File: config.mk
export PLATFORM = sky130hd
export DESIGN_NAME = fifo_wr_ctrl_flat
export DESIGN_NICKNAME = d
export VERILOG_FILES = /design/src/rtl/fifo_wr_ctrl_if.sv /design/src/rtl/fifo_wr_ctrl.sv /design/src/flat_wrapper.sv
export SDC_FILE = /design/constraint.sdc
export NUM_CORES = 1
export LEC_CHECK = 0
export CORE_MARGIN = 4
export CORE_UTILIZATION = 42
export CTS_CLUSTER_DIAMETER = 40
export DETAILED_ROUTE_END_ITERATION = 10
export PLACE_DENSITY = 0.79
export SLEW_MARGIN = 20
export SYNTH_ARGS = -nofsm -noshare
export SYNTH_HDL_FRONTEND = slang
export SYNTH_SLANG_ARGS = --single-unit
File: constraint.sdc
create_clock -name wclk -period 3.4 [get_ports wclk]
set_input_delay 0.68 -clock wclk [delete_from_list [all_inputs] [get_ports wclk]]
set_output_delay 0.68 -clock wclk [all_outputs]
set_load 0.02 [all_outputs]
File: src/rtl/fifo_wr_ctrl_if.sv
// Write-side port bundle of the async FIFO: producer handshake, synchronised
// read pointer in, and the write pointer/status/memory strobes out.
interface fifo_wr_ctrl_if #(
    parameter int unsigned ADDR_WIDTH = 3
);
    logic                  winc;
    logic                  wclr_ovf;
    logic [ADDR_WIDTH:0]   wq2_rptr;
    logic                  wfull;
    logic                  wafull;
    logic [ADDR_WIDTH:0]   wptr;
    logic [ADDR_WIDTH-1:0] waddr;
    logic                  wen;
    logic [ADDR_WIDTH:0]   wlevel;
    logic                  woverflow;

    modport master (
        output winc, wclr_ovf, wq2_rptr,
        input  wfull, wafull, wptr, waddr, wen, wlevel, woverflow
    );

    modport slave (
        input  winc, wclr_ovf, wq2_rptr,
        output wfull, wafull, wptr, waddr, wen, wlevel, woverflow
    );
endinterface

File: src/rtl/fifo_wr_ctrl.sv
// Write-domain controller of an async FIFO: binary/Gray write pointer, full and
// almost-full detection against the synchronised Gray read pointer, sticky overflow.
module fifo_wr_ctrl #(
    parameter int unsigned ADDR_WIDTH   = 3,
    parameter int unsigned AFULL_THRESH = 6
) (
    input  logic           wclk,
    input  logic           wrst_n,
    fifo_wr_ctrl_if.slave  bus
);
    localparam int unsigned PW = ADDR_WIDTH + 1;
    // Full when the Gray pointers differ only in their top two bits.
    localparam logic [PW-1:0] FULL_MASK = PW'(3) << (PW - 2);

    logic [PW-1:0]         wbin;
    logic [ADDR_WIDTH-1:0] waddr_q;
    logic                  ovf_q;
    logic [PW-1:0]         gray_w;
    logic [PW-1:0]         rbin;
    logic [PW-1:0]         level;
    logic                  full;
    logic                  wen_int;

    // Read pointer arrives only in Gray form; decode it by prefix-XOR from the MSB.
    always_comb begin
        rbin = '0;
        for (int i = 0; i < int'(PW); i++) begin
            rbin[i] = ^(bus.wq2_rptr >> i);
        end
    end

    always_comb begin
        gray_w  = wbin ^ (wbin >> 1);
        full    = (gray_w == (bus.wq2_rptr ^ FULL_MASK));
        wen_int = bus.winc & ~full;
        level   = wbin - rbin;
    end

    always_ff @(posedge wclk) begin
        if (!wrst_n) begin
            wbin    <= '0;
            waddr_q <= '0;
        end else if (wen_int) begin
            wbin    <= wbin + PW'(1);
            waddr_q <= waddr_q + ADDR_WIDTH'(1);
        end
    end

    // Sticky overflow; a new overflow outranks a clear in the same cycle.
    always_ff @(posedge wclk) begin
        if (!wrst_n) begin
            ovf_q <= 1'b0;
        end else if (bus.winc && full) begin
            ovf_q <= 1'b1;
        end else if (bus.wclr_ovf) begin
            ovf_q <= 1'b0;
        end
    end

    assign bus.wptr      = gray_w;
    assign bus.waddr     = waddr_q;
    assign bus.wfull     = full;
    assign bus.wen       = wen_int;
    assign bus.wlevel    = level;
    assign bus.wafull    = (level >= PW'(AFULL_THRESH));
    assign bus.woverflow = ovf_q;
endmodule

File: src/flat_wrapper.sv
// flat-port wrapper written by rule: the top's interface ports become plain ports
module fifo_wr_ctrl_flat 
#(
    parameter int unsigned ADDR_WIDTH   = 3,
    parameter int unsigned AFULL_THRESH = 6
)
  (wclk, wrst_n, bus_winc, bus_wclr_ovf, bus_wq2_rptr, bus_wfull, bus_wafull, bus_wptr, bus_waddr, bus_wen, bus_wlevel, bus_woverflow);
  fifo_wr_ctrl_if #(.ADDR_WIDTH(ADDR_WIDTH)) bus_i ();
  input  logic wclk;
  input  logic wrst_n;
  input wire logic [$bits(bus_i.winc)-1:0] bus_winc;
  input wire logic [$bits(bus_i.wclr_ovf)-1:0] bus_wclr_ovf;
  input wire logic [$bits(bus_i.wq2_rptr)-1:0] bus_wq2_rptr;
  output wire logic [$bits(bus_i.wfull)-1:0] bus_wfull;
  output wire logic [$bits(bus_i.wafull)-1:0] bus_wafull;
  output wire logic [$bits(bus_i.wptr)-1:0] bus_wptr;
  output wire logic [$bits(bus_i.waddr)-1:0] bus_waddr;
  output wire logic [$bits(bus_i.wen)-1:0] bus_wen;
  output wire logic [$bits(bus_i.wlevel)-1:0] bus_wlevel;
  output wire logic [$bits(bus_i.woverflow)-1:0] bus_woverflow;
  assign bus_i.winc = bus_winc;
  assign bus_i.wclr_ovf = bus_wclr_ovf;
  assign bus_i.wq2_rptr = bus_wq2_rptr;
  assign bus_wfull = bus_i.wfull;
  assign bus_wafull = bus_i.wafull;
  assign bus_wptr = bus_i.wptr;
  assign bus_waddr = bus_i.waddr;
  assign bus_wen = bus_i.wen;
  assign bus_wlevel = bus_i.wlevel;
  assign bus_woverflow = bus_i.woverflow;
  fifo_wr_ctrl #(.ADDR_WIDTH(ADDR_WIDTH), .AFULL_THRESH(AFULL_THRESH)) u_core (.wclk(wclk), .wrst_n(wrst_n), .bus(bus_i));
endmodule
==> metrics <==
CTS Sinks=8; final hold vios=0; # DRC=0; maximum clock rate=308 MHz; Max Clock Skew=0.00309 ns; Final nets=113; Worst Hold Class=reg -> reg; initial antenna violation count=0; top cells by area, synth=dfxtp_1 (26%), ha_1 (12%), xor2_1 (8.4%); Top Ports=23; # fillers=122; GRT Total Usage=14.2%; RSZ-0062 raised after global routing=no; most frequent cells after synthesis=dfxtp_1 (8), inv_1 (7), o21ai_0 (7); CP Data Required Time=2.72 ns; Routed Antenna Nets=0; Port Buffers=22; post-synthesis sequential area ratio=25.5%; Core Region=1350 um^2; final max-slew violation count=0; crit-path cells=dlygate4sd2_1 -> xnor2_2 -> xor2_1 -> xnor2_1 -> ha_2 -> inv_1 -> fa_2 -> xor2_1 -> nand2_1 -> o21ai_0 -> buf_4; setup TNS=0 ns; Pre-antenna DRT Iters=4; Critical path buffers and inverters=3; H-tree lvl count=1; sequential cell area=160 um^2; CTS hold repair buffers=0; Die Y=46.6 um; mapped cell area=627 um^2; Routed WL=1.26 mm; multi-input logic area=418 um^2; Synth Register Bits=8; Final Wtd Congestion=0.778; number of synthesis warnings=0; CP top delay family=XOR/XNOR gates; max cap viols=0; via count of the first global-routing pass=573; CP endpoint kind=output pin; Syn Area/Cell=9.22 um^2; Static Leak=0.403 nW; pre-CTS worst setup slack=-0.622 ns; CP Max Fanout=2; FF-to-FF setup slack=1.35 ns; Yosys top cell area share=25.5%; die footprint=2170 um^2; fraction of registers with async set/reset=0%; top-count cell post-synth=dfxtp_1; initial core utilization=46.4%; maximum number of pins on one net before global-route repair=13; Reg clk slew, reported paths=0.05 ns; Clock Latency Late Sink=0.24 ns; CTS root buf=clkbuf_4; syn nets=83; layout cell share with drive strength beyond 1=24.0%; Crit Path Class=in -> out; slowest stage delay, CP=0.33 ns; most frequent CP cell=xor2_1; post-synth cell types=22; Power Dens Cells=403 nW/um^2; Tmin final=3.25 ns; total gr overflow=0; crit share post-route=95.6%; dpl hpwl=1.01 mm; first-pass GRT wire length=2.25 mm; Layout Utilization=66.5%; worst relative slew slack=78.9%; Crit-path slowest cell=fa_2; Post-synth EDFFs=0; Synth area leader=dfxtp_1; DR iter-0 viols=2; DR vias=558; # setup viols final=0; Avg Vias per Cell=5.03; critical path arrival=2.57 ns; Layout area overhead=43.1%; status=complete, no violations; worst-margin pin slew=0.314 ns; CP startpoint kind=input port; Top FF cell, synth=dfxtp_1; Worst Slack Setup Final=0.149 ns; Die X-Extent=46.6 um; CTS Buffer Depth=2; CTS tree=yes; # rows=13; Wirelength per Cell=11.4 um; Peak VDD IR=303 uV; synthesized instance count=68; TritonCTS Buffers=3; diode count=0
==> routing by layer <==
metal / vias to the layer above / track usage, % / share of wire, %
li1: 283 / - / -
met1: 253 / 14.8 / 39
met2: 18 / 26.1 / 49
met3: 4 / 3.13 / 9.6
met4: 0 / 7.18 / 2.2
met5: - / 0 / 0
==> cells by family (layout without fill, tap and decap cells) <==
kind of cell	Yosys count	in the layout	share of synthesized area, %
AND/OR/NAND/NOR	17	17	15.2
AO/OA/AOI/OAI	13	13	15.2
XOR/XNOR	12	12	19.2
buffers and inverters	11	39	9.78
flip-flops	8	8	25.5
adder cells (fa/ha/maj)	7	7	15.2
==> cell usage in the layout, fill, tap and decap left out, types with 2 or more instances in the layout <==
master,count
clkbuf_2,3
nor2b_1,3
xnor2_1,4
nand2_1,4
clkbuf_4,3
buf_4,8
a21boi_1,3
clkdlybuf4s50_1,15
inv_1,7
dfxtp_1,8
nand3_1,2
or3_2,3
and2_1,2
ha_1,5
a21oi_1,2
o21ai_0,6
xor2_1,6
==> area by class of cell <==
type / count / share of cell area [%]
flip-flops and latches: 8 / 17.9
clock buffers: 3 / 2.51
multi-input cells: 49 / 46.6
inverters: 7 / 2.93
well taps: 15 / 2.09
repair buffers: 29 / 28.0
==> flip-flops by register name (all words and copies together), names as in the netlist <==
name / flops
u_core.wbin: 4
u_core.bus.woverflow: 1
u_core.bus.waddr: 3
==> worst register-to-register path, stage by stage, from the launching register on <==
cell,delay (ns)
dfxtp_1,0.44
ha_1,0.32
xor2_1,0.31
o41ai_4,0.13
buf_4,0.19
or3_2,0.45
a21boi_1,0.14
==> final timing paths <==
path,cells past startpoint,start,to
setup reg to reg,6,u_core.wbin[1]$_SDFFE_PN0P_,u_core.wbin[3]$_SDFFE_PN0P_
setup / recovery,11,bus_wq2_rptr[3],bus_wafull
hold reg to reg,2,u_core.bus.waddr[2]$_SDFFE_PN0P_,u_core.bus.waddr[2]$_SDFFE_PN0P_
hold / removal,2,u_core.bus.waddr[2]$_SDFFE_PN0P_,u_core.bus.waddr[2]$_SDFFE_PN0P_
==> per-stage QoR <==
step / instances / hold slack (ns) / power, mW / cell area (um^2)
3_5_place_dp: 107 / 0.483 / 0.308 / 876
2_1_floorplan: 68 / 0.514 / 0.225 / 627
4_1_cts: 111 / 0.493 / 0.370 / 905
6_report: 111 / 0.489 / 0.362 / 897
5_1_grt: 111 / 0.517 / 0.394 / 897
3_3_place_gp: 107 / 0.471 / 0.305 / 876
==> power by group <==
part           internal (mW)  switching [mW]
clock network         0.0401          0.0280
registers              0.101         0.00721
logic                 0.0871          0.0987
total                  0.228           0.134
==> repair_timing <==
item / 4_1_cts / 5_1_grt
pin swaps: 3 / 4
setup buffers: 1 / 0
gates resized for setup: 14 / 11
endpoints found under the setup margin: 4 / 4
Power figures use the tool's default switching activity.
